`config.mk`:
```
export PLATFORM = sky130hd
export DESIGN_NAME = uart_rx_param
export DESIGN_NICKNAME = d
export VERILOG_FILES = /design/src/rtl/uart_rx_param.sv
export SDC_FILE = /design/constraint.sdc
export NUM_CORES = 1
export LEC_CHECK = 0
export CAP_MARGIN = 20
export CORE_UTILIZATION = 56
export DETAILED_ROUTE_END_ITERATION = 16
export PLACE_DENSITY = 0.78
export SLEW_MARGIN = 40
export SYNTH_ARGS = -nofsm -noshare
export SYNTH_HDL_FRONTEND = slang
export SYNTH_SLANG_ARGS = --single-unit
```
`constraint.sdc`:
```
create_clock -name sys_clk -period 2.7 [get_ports sys_clk]
set_input_delay 0.81 -clock sys_clk [delete_from_list [all_inputs] [get_ports sys_clk]]
set_output_delay 0.81 -clock sys_clk [all_outputs]
set_load 0.01 [all_outputs]
```
`src/rtl/uart_rx_param.sv`:
```
// Parametrised UART receiver: synchronised line, false-start rejection,
// per-word parity/framing flags, break detection and valid/ready output.
module uart_rx_param #(
   parameter int CLK_HZ    = 100000000,
   parameter int BAUD      = 1000000,
   parameter int DATA_BITS = 8,
   parameter int PARITY    = 0,
   parameter int STOP_BITS = 1
) (
   input  logic                 sys_clk,
   input  logic                 sys_nrst,
   input  logic                 uart_rx,
   output logic [DATA_BITS-1:0] rx_data,
   output logic                 rx_valid,
   input  logic                 rx_ready,
   output logic                 parity_err,
   output logic                 frame_err,
   output logic                 overrun,
   output logic                 break_det
);

   localparam int DIV  = CLK_HZ / BAUD;
   localparam int HALF = DIV / 2;
   localparam int CW   = $clog2(DIV);

   localparam logic [CW-1:0] T_FULL = CW'(DIV - 1);
   localparam logic [CW-1:0] T_HALF = CW'(HALF - 1);
   localparam logic [2:0]    B_LAST = 3'(DATA_BITS - 1);
   localparam logic          S_LAST = 1'(STOP_BITS - 1);

   generate
      if (DIV < 8) begin : g_bad_div
         $error("uart_rx_param: CLK_HZ/BAUD must be >= 8");
      end
   endgenerate

   typedef enum logic [2:0] {
      S_IDLE,
      S_START,
      S_DATA,
      S_PAR,
      S_STOP,
      S_BRK
   } state_t;

   state_t               state_q, state_d;
   logic [1:0]           sync_q;
   logic                 rxs;
   logic [CW-1:0]        cnt_q, cnt_d;
   logic [2:0]           bit_q, bit_d;
   logic [DATA_BITS-1:0] sh_q, sh_d;
   logic                 pb_q, pb_d;
   logic                 fe_q, fe_d;
   logic                 st_q, st_d;
   logic                 tick;
   logic                 done;
   logic                 brk;
   logic                 par_x;
   logic                 perr;

   always_ff @(posedge sys_clk or negedge sys_nrst) begin
      if (!sys_nrst) begin
         sync_q <= 2'b11;
      end else begin
         sync_q <= {sync_q[0], uart_rx};
      end
   end

   assign rxs = sync_q[1];

   // the start bit is sampled at its middle, every later bit a full DIV on
   assign tick = (state_q == S_START) ? (cnt_q == T_HALF)
                                      : (cnt_q == T_FULL);

   always_ff @(posedge sys_clk or negedge sys_nrst) begin
      if (!sys_nrst) begin
         state_q <= S_IDLE;
         cnt_q   <= '0;
         bit_q   <= '0;
         sh_q    <= '0;
         pb_q    <= 1'b0;
         fe_q    <= 1'b0;
         st_q    <= 1'b0;
      end else begin
         state_q <= state_d;
         cnt_q   <= cnt_d;
         bit_q   <= bit_d;
         sh_q    <= sh_d;
         pb_q    <= pb_d;
         fe_q    <= fe_d;
         st_q    <= st_d;
      end
   end

   always_comb begin
      state_d = state_q;
      cnt_d   = cnt_q + 1'b1;
      bit_d   = bit_q;
      sh_d    = sh_q;
      pb_d    = pb_q;
      fe_d    = fe_q;
      st_d    = st_q;
      done    = 1'b0;
      brk     = 1'b0;
      unique case (state_q)
         S_IDLE: begin
            cnt_d = '0;
            fe_d  = 1'b0;
            st_d  = 1'b0;
            if (!rxs) state_d = S_START;
         end
         S_START: begin
            if (tick) begin
               cnt_d = '0;
               if (rxs) begin
                  state_d = S_IDLE;
               end else begin
                  state_d = S_DATA;
                  bit_d   = '0;
               end
            end
         end
         S_DATA: begin
            if (tick) begin
               cnt_d = '0;
               sh_d  = {rxs, sh_q[DATA_BITS-1:1]};
               if (bit_q == B_LAST) begin
                  state_d = (PARITY != 0) ? S_PAR : S_STOP;
               end else begin
                  bit_d = bit_q + 1'b1;
               end
            end
         end
         S_PAR: begin
            if (tick) begin
               cnt_d   = '0;
               pb_d    = rxs;
               state_d = S_STOP;
            end
         end
         S_STOP: begin
            if (tick) begin
               cnt_d = '0;
               fe_d  = fe_q | ~rxs;
               // all-zero frame through the first stop bit is a break
               if (!st_q && !rxs && (sh_q == '0) &&
                   ((PARITY == 0) || !pb_q)) begin
                  brk     = 1'b1;
                  state_d = S_BRK;
               end else if (st_q == S_LAST) begin
                  done    = 1'b1;
                  state_d = S_IDLE;
               end else begin
                  st_d = 1'b1;
               end
            end
         end
         S_BRK: begin
            cnt_d = '0;
            if (rxs) state_d = S_IDLE;
         end
         default: begin
            state_d = S_IDLE;
         end
      endcase
   end

   always_comb begin
      par_x = ^{sh_q, pb_q};
      perr  = 1'b0;
      if (PARITY == 1) begin
         perr = ~par_x;
      end else if (PARITY == 2) begin
         perr = par_x;
      end
   end

   always_ff @(posedge sys_clk or negedge sys_nrst) begin
      if (!sys_nrst) begin
         rx_data    <= '0;
         rx_valid   <= 1'b0;
         parity_err <= 1'b0;
         frame_err  <= 1'b0;
         overrun    <= 1'b0;
         break_det  <= 1'b0;
      end else begin
         break_det <= brk;
         if (done) begin
            if (rx_valid && !rx_ready) begin
               overrun <= 1'b1;
            end else begin
               rx_data    <= sh_q;
               parity_err <= perr;
               frame_err  <= fe_d;
               rx_valid   <= 1'b1;
               if (rx_valid) overrun <= 1'b0;
            end
         end else if (rx_valid && rx_ready) begin
            rx_valid <= 1'b0;
            overrun  <= 1'b0;
         end
      end
   end

endmodule
```
==> results of run 1 <==
==> placed cells by master, fill, tap and decap left out, types with 2 or more instances in the layout <==
master and count:
nor2_1 12, nand3_1 6, o211ai_1 3, a21oi_1 5, mux2i_1 3, or3b_2 2
inv_1 6, clkdlybuf4s50_1 15, nand2_1 7, a31oi_1 5, nor3_1 3, nand3b_1 2
ha_1 3, nand4_1 2, mux2_2 17, and3_1 2, clkbuf_4 5, xnor2_1 3
dfrtp_1 35, o32ai_1 2, nand2b_1 4, xor2_1 3, or4_1 2, dfstp_2 2
==> critical path: stages, from the launching register on <==
cell,delay (ns)
dfrtp_1,0.44
nor4bb_1,0.58
and4_1,0.61
mux2_2,0.40
==> power by group through the flow <==
stage	Sequential, mW	Combinational [mW]	Clock, mW
floorplan	0.571	0.00797	0
global placement	0.571	0.0267	0
detailed placement	0.571	0.0274	0
CTS	0.560	0.0276	0.408
global route	0.561	0.0304	0.425
finish	0.560	0.0269	0.398
==> logic make-up (layout without fill, tap and decap cells) <==
| kind of cell | after synthesis | in the layout | synth area share |
|---|---|---|---|
| simple gates | 54 | 54 | 0.1817 |
| flops | 37 | 37 | 0.5185 |
| mux | 21 | 21 | 0.1321 |
| compound gates | 20 | 20 | 0.08177 |
| buf+inv | 12 | 30 | 0.03354 |
| xor+xnor | 6 | 6 | 0.02936 |
| fa+ha+maj | 3 | 3 | 0.02097 |
| other cells | 1 | 1 | 0.002094 |
==> area by class of cell <==
| type | count | area [sq um] |
|---|---|---|
| inverters | 6 | 22.52 |
| fillers | 245 | 998.5 |
| multi-input cells | 105 | 802.0 |
| clock inverters | 2 | 37.54 |
| clock buffers | 6 | 51.30 |
| repair buffers | 16 | 157.7 |
| well taps | 44 | 55.05 |
| flip-flops and latches | 37 | 928.4 |
==> layer usage <==
layer | part of all wire | global-route usage | vias to the layer above
li1 | - | - | 593
met1 | 0.41 | 0.2604 | 622
met2 | 0.53 | 0.3826 | 39
met3 | 0.053 | 0.05275 | 5
met4 | 0.013 | 0.08163 | 0
met5 | 0 | 0 | -
==> state kept, by name (all words and copies together) (netlist names) <==
| name | count |
|---|---|
| state_q | 3 |
| rx_valid | 1 |
| bit_q | 3 |
| overrun | 1 |
| break_det | 1 |
| frame_err | 1 |
| cnt_q | 7 |
| sync_q | 2 |
| sh_q | 8 |
| st_q | 1 |
| rx_data | 8 |
| fe_q | 1 |
==> cell usage after synthesis, types with 2 or more instances <==
master	number	area [sq um]
and3_1	2	12.51
nand4_1	2	12.51
nand2_1	7	26.28
xor2_1	3	26.28
mux2_2	17	191.4
nand2b_1	4	25.02
inv_1	6	22.52
o211ai_1	3	22.52
nor2_1	12	45.04
buf_2	3	15.01
a21oi_1	5	25.02
or4_1	2	15.01
dfstp_2	2	52.55
xnor2_1	3	26.28
a31oi_1	5	31.28
dfrtp_1	35	875.8
nand3b_1	2	15.01
ha_1	3	37.54
or3b_2	2	17.52
nor3_1	3	15.01
mux2i_1	3	30.03
o32ai_1	2	17.52
nand3_1	6	30.03
==> stage by stage <==
stage / area (sq um) / setup slack, ns / total power, mW / hold WS [ns]
6_report: 2054 / 0.5705 / 0.9853 / 0.3624
5_1_grt: 2054 / 0.4265 / 1.016 / 0.3729
4_1_cts: 2054 / 0.5855 / 0.9962 / 0.3652
3_5_place_dp: 1966 / 0.5065 / 0.5983 / 0.3485
3_3_place_gp: 1966 / 0.5792 / 0.5974 / 0.3468
2_1_floorplan: 1790 / 0.8230 / 0.5787 / 0.3452
==> worst min-delay path by stage <==
stage / start / endpoint / slack, ns / cells after the start
2_1_floorplan: sync_q[0] / sync_q[1] / 0.35 / 0
3_3_place_gp: sync_q[0] / sync_q[1] / 0.35 / 0
3_5_place_dp: sync_q[0] / sync_q[1] / 0.35 / 0
6_report: sync_q[0] / sync_q[1] / 0.36 / 0
5_1_grt: sync_q[0] / sync_q[1] / 0.37 / 0
4_1_cts: sync_q[0] / sync_q[1] / 0.37 / 0
==> reports/metrics.yaml, run 1 <==
logic_synthesis:
  synth_edf_count: 0
  syn_area_sq_mm: 0.001790
  synth_ff_type: "dfrtp_1"
  syn_area_per_cell_sq_um: 11.63
  ys_seq_elements: 37
  synthArstFlopShare: 1.000
  ys_warn_count: 0
  synth_nets: 161
  ys_types: 45
  synthCells: 154
  synth-seq-area-share: 0.5185
drt:
  ant_nets: 0
  firstDrtPassIters: 6
  wl_per_cell_microns: 15.08
  drc_errors: 0
  routed_wl_mm: 3.257
  num_vias: 1259
  drtIter0Drc: 53
  routed_via_density: 5.829
timing:
  max_slew.worst_pin.slew_ns: 0.6068
  fmax_mhz: 469.6
  final.min_clock_period_ns: 2.129
  slew_headroom: 0.5900
  fin_skew_ns: 0.01235
  rsz0062_at_grt: "no"
  setup_viol: 0
  tns_ns: 0
  final_max_slew_viol_count: 0
  post-route-period-util: 0.7887
  finalHoldViolCount: 0
global_routing:
  antenna_found_initial: 0
  grt_usage: 0.2179
  grt_max_degree: 38
  grt_pass1_vias: 1216
  grt_overflow: 0
  grt_pass1_wl_mm: 5.513
pwr:
  leakage_nw: 0.9294
  sw_frac_of_total: 0.2003
  clockPowerShare: 0.404
  seqPwrFrac: 0.569
  worst_ir_drop_vdd_mv: 0.3797
  power.density_mw_per_mm2: 479.6
  switching_power_mw: 0.1973
  p_int_mw: 0.7879
  p_comb_frac: 0.027
clock_tree:
  numClockSinks: 37
  cts_setup_buffers: 0
  cts_tree: "built"
  clk_latency_ns: 0.33
  root_buffer: "clkbuf_4"
  path_clk_slew_ns: 0.11
  cts_buffers: 5
  cts_hold_buffers: 0
  cts_resized: 0
  clockBufferDepth: 2
  htree_levels: 2
die:
  row_count: 20
  start_util: 0.5865
  die_w_microns: 58.55
  die_area_sq_mm: 0.003428
  core_region_area_sq_mm: 0.003053
  die_y_microns: 58.55
  num_io_pins: 17
finish:
  nets: 178
  areaGrowthSynthToFinish_pct: 14.74
  stdcell_count: 216
  diodes: 0
  final_util: 0.6730
  layout-drive-gt1-share: 0.2093
placement:
  place_hpwl_mm: 2.258
  gp_congestion: 0.8650
  dp_cells: 208
  portBuffers: 15
run_status:
  status: "finished, final reports clean"
setup_path:
  cp.required_ns: 2.92
  end_kind: "flip-flop"
  crit_start: "cnt_q[3]"
  rr_worst_depth: 3
  cp-start-kind: "flip-flop"
  cp_max_fo: 10
  endpoint: "sh_q[7]"
  worstSetupPathType: "reg2reg"
  r2r_start: "cnt_q[3]"
  regToRegSetupSlack_ns: 0.57
  r2r-end: "sh_q[7]"
  cp.arrival_ns: 2.35
min_path:
  hp-class: "reg2reg"
run:
  cap_violations: 0
No activity file was read; power rests on OpenSTA's default activity.
==> run 2: changes to the inputs <==
==> constraint.sdc (replaced) <==
create_clock -name sys_clk -period 2 [get_ports sys_clk]
set_input_delay 0.6 -clock sys_clk [delete_from_list [all_inputs] [get_ports sys_clk]]
set_output_delay 0.6 -clock sys_clk [all_outputs]
set_load 0.01 [all_outputs]
==> run 2 against run 1 <==
Net effect: critical path depth is 1 higher; power rose by 20%; sequential power up 35%; clock skew up 0.0026 ns; global-route usage increased by 1.8 points; largest cell class unchanged; highest routed layer unchanged.
==> reports/metrics.yaml, run 2 (same netlist as run 1, synthesis figures left out) <==
die:
  start_util: 0.5865
  num_io_pins: 17
  die_y_microns: 58.55
  core_region_area_sq_mm: 0.003053
  die_area_sq_mm: 0.003428
  die_w_microns: 58.55
  row_count: 20
setup_path:
  cp_max_fo: 8
  slowest_stage: "or4_1"
  worstSetupPathType: "reg2reg"
  cp-start-kind: "flip-flop"
  end_kind: "flip-flop"
  cpPeakStageDelay_ns: 0.53
  r2r_start: "state_q[0]"
  path_cells: "or3b_4, mux2_4, or4_1, o211ai_1"
  cp.arrival_ns: 2.18
  cp.required_ns: 2.26
  rr_worst_depth: 4
  r2r-end: "state_q[0]"
  regToRegSetupSlack_ns: 0.08
finish:
  ff_latch_area_sq_um: 928.4
  n_fill_cell: 242
  diodes: 0
  areaGrowthSynthToFinish_pct: 20.96
  top_regs: "rx_data: 8 flops, sh_q: 8 flops, cnt_q: 7 flops"
  final_cell_area_sq_mm: 0.002166
  multi_input_area_sq_um: 829.5
  nets: 192
  final_cell_mix: "dfrtp_1, mux2_2, clkdlybuf4s50_1"
  layout-drive-gt1-share: 0.2903
  layout_commonest_cell: "dfrtp_1"
clock_tree:
  cts_tree: "built"
  root_buffer: "clkbuf_4"
  cts_buffers: 5
  path_clk_slew_ns: 0.11
  htree_levels: 2
  clockBufferDepth: 2
  numClockSinks: 37
  clk_latency_ns: 0.34
timing:
  finalHoldViolCount: 0
  tns_ns: 0
  fin_skew_ns: 0.01490
  setup_slack_ns: 0.07817
  rsz0062_at_grt: "yes"
  final_max_slew_viol_count: 0
  final.min_clock_period_ns: 1.922
  fmax_mhz: 520.3
  setup_viol: 0
  holdWs_ns: 0.3613
  post-route-period-util: 0.9609
drt:
  routed_via_density: 5.643
  drtIter0Drc: 30
  ant_nets: 0
  num_vias: 1298
  wl_per_cell_microns: 15.07
  drc_errors: 0
  firstDrtPassIters: 4
  routed_wl_mm: 3.467
run_status:
  status: "finished, final reports clean"
min_path:
  whs_path_depth: 0
  min_to: "sync_q[1]"
  min_from: "sync_q[0]"
  hp-class: "reg2reg"
placement:
  place_hpwl_mm: 2.481
  place_ws_ns: 0.05572
  postPlaceCellArea_sq_mm: 0.002083
  portBuffers: 15
  gp_congestion: 0.8355
pwr:
  worst_ir_drop_vdd_mv: 0.4205
  leakage_nw: 0.9929
  clockPowerShare: 0.324
  power.density_mw_per_mm2: 544.7
  p_comb_frac: 0.035
  seqPwrFrac: 0.641
  sw_frac_of_total: 0.2341
  p_int_mw: 0.9035
  switching_power_mw: 0.2761
global_routing:
  grt_pass1_wl_mm: 5.871
  grt_overflow: 0
  grt_max_degree: 38
  grt_pass1_vias: 1289
  grt_usage: 0.2362
  antenna_found_initial: 0
run:
  cap_violations: 0
## run 2: cell types whose count changed in the layout (fill, tap and decap cells not counted), sizes merged
cell	before	now
bufinv	1	0
buf	1	15
clkinv	0	2
clkbuf	6	5
## run 2: how the worst max path moves through the flow
stage                from    endpoint  slack, ns  depth (start not counted)
2_1_floorplan  state_q[1]  state_q[0]       0.12                          5
3_3_place_gp     rx_ready  rx_data[2]       0.08                          4
3_5_place_dp     rx_ready  rx_data[0]       0.06                          4
4_1_cts          bit_q[0]    bit_q[1]       0.07                          7
5_1_grt        state_q[0]  state_q[0]      -0.01                          4
6_report       state_q[0]  state_q[0]       0.08                          4
## run 2: metrics by stage
step           instances    util  total power, mW
2_1_floorplan        154       -           0.7813
3_3_place_gp         222  0.6824           0.8114
3_5_place_dp         222  0.6824           0.8123
4_1_cts              230  0.7004            1.190
5_1_grt              230  0.7094            1.228
6_report             230  0.7094            1.180
## run 2: critical path: cells and delay by family (launching register included)
kind / cells / cell delay (ns)
DFF: 1 / 0.42
AOI/OAI and AO/OA: 1 / 0.10
and+or+nand+nor: 2 / 0.95
muxes: 1 / 0.37
## run 2: power groups by stage
stage / registers (mW) / logic [mW] / clock network, mW
finish: 0.756 / 0.0414 / 0.382
global route: 0.757 / 0.0470 / 0.424
CTS: 0.756 / 0.0418 / 0.392
detailed placement: 0.770 / 0.0419 / 0
global placement: 0.770 / 0.0410 / 0
floorplan: 0.771 / 0.0108 / 0
## run 2: final cells by class
cell class              count  area share
clock inverters             3    0.008088
repair buffers             30      0.1271
inverters                   6     0.01040
well taps                  44     0.02542
clock buffers               5     0.01733
multi-input cells         105      0.3830
flip-flops and latches     37      0.4287
## run 2: routing by layer
metal	GRT usage	up-vias	wire (microns)
met3	0.06813	7	151
met1	0.2897	642	1495
met4	0.1088	0	68
met5	0	-	0
li1	-	621	-
met2	0.3875	28	1752
## run 2: what timing repair did
item,CTS,global route
hold buffers,0,0
endpoints found under the setup margin,0,13
buffers inserted,0,0
gates resized for setup,0,5
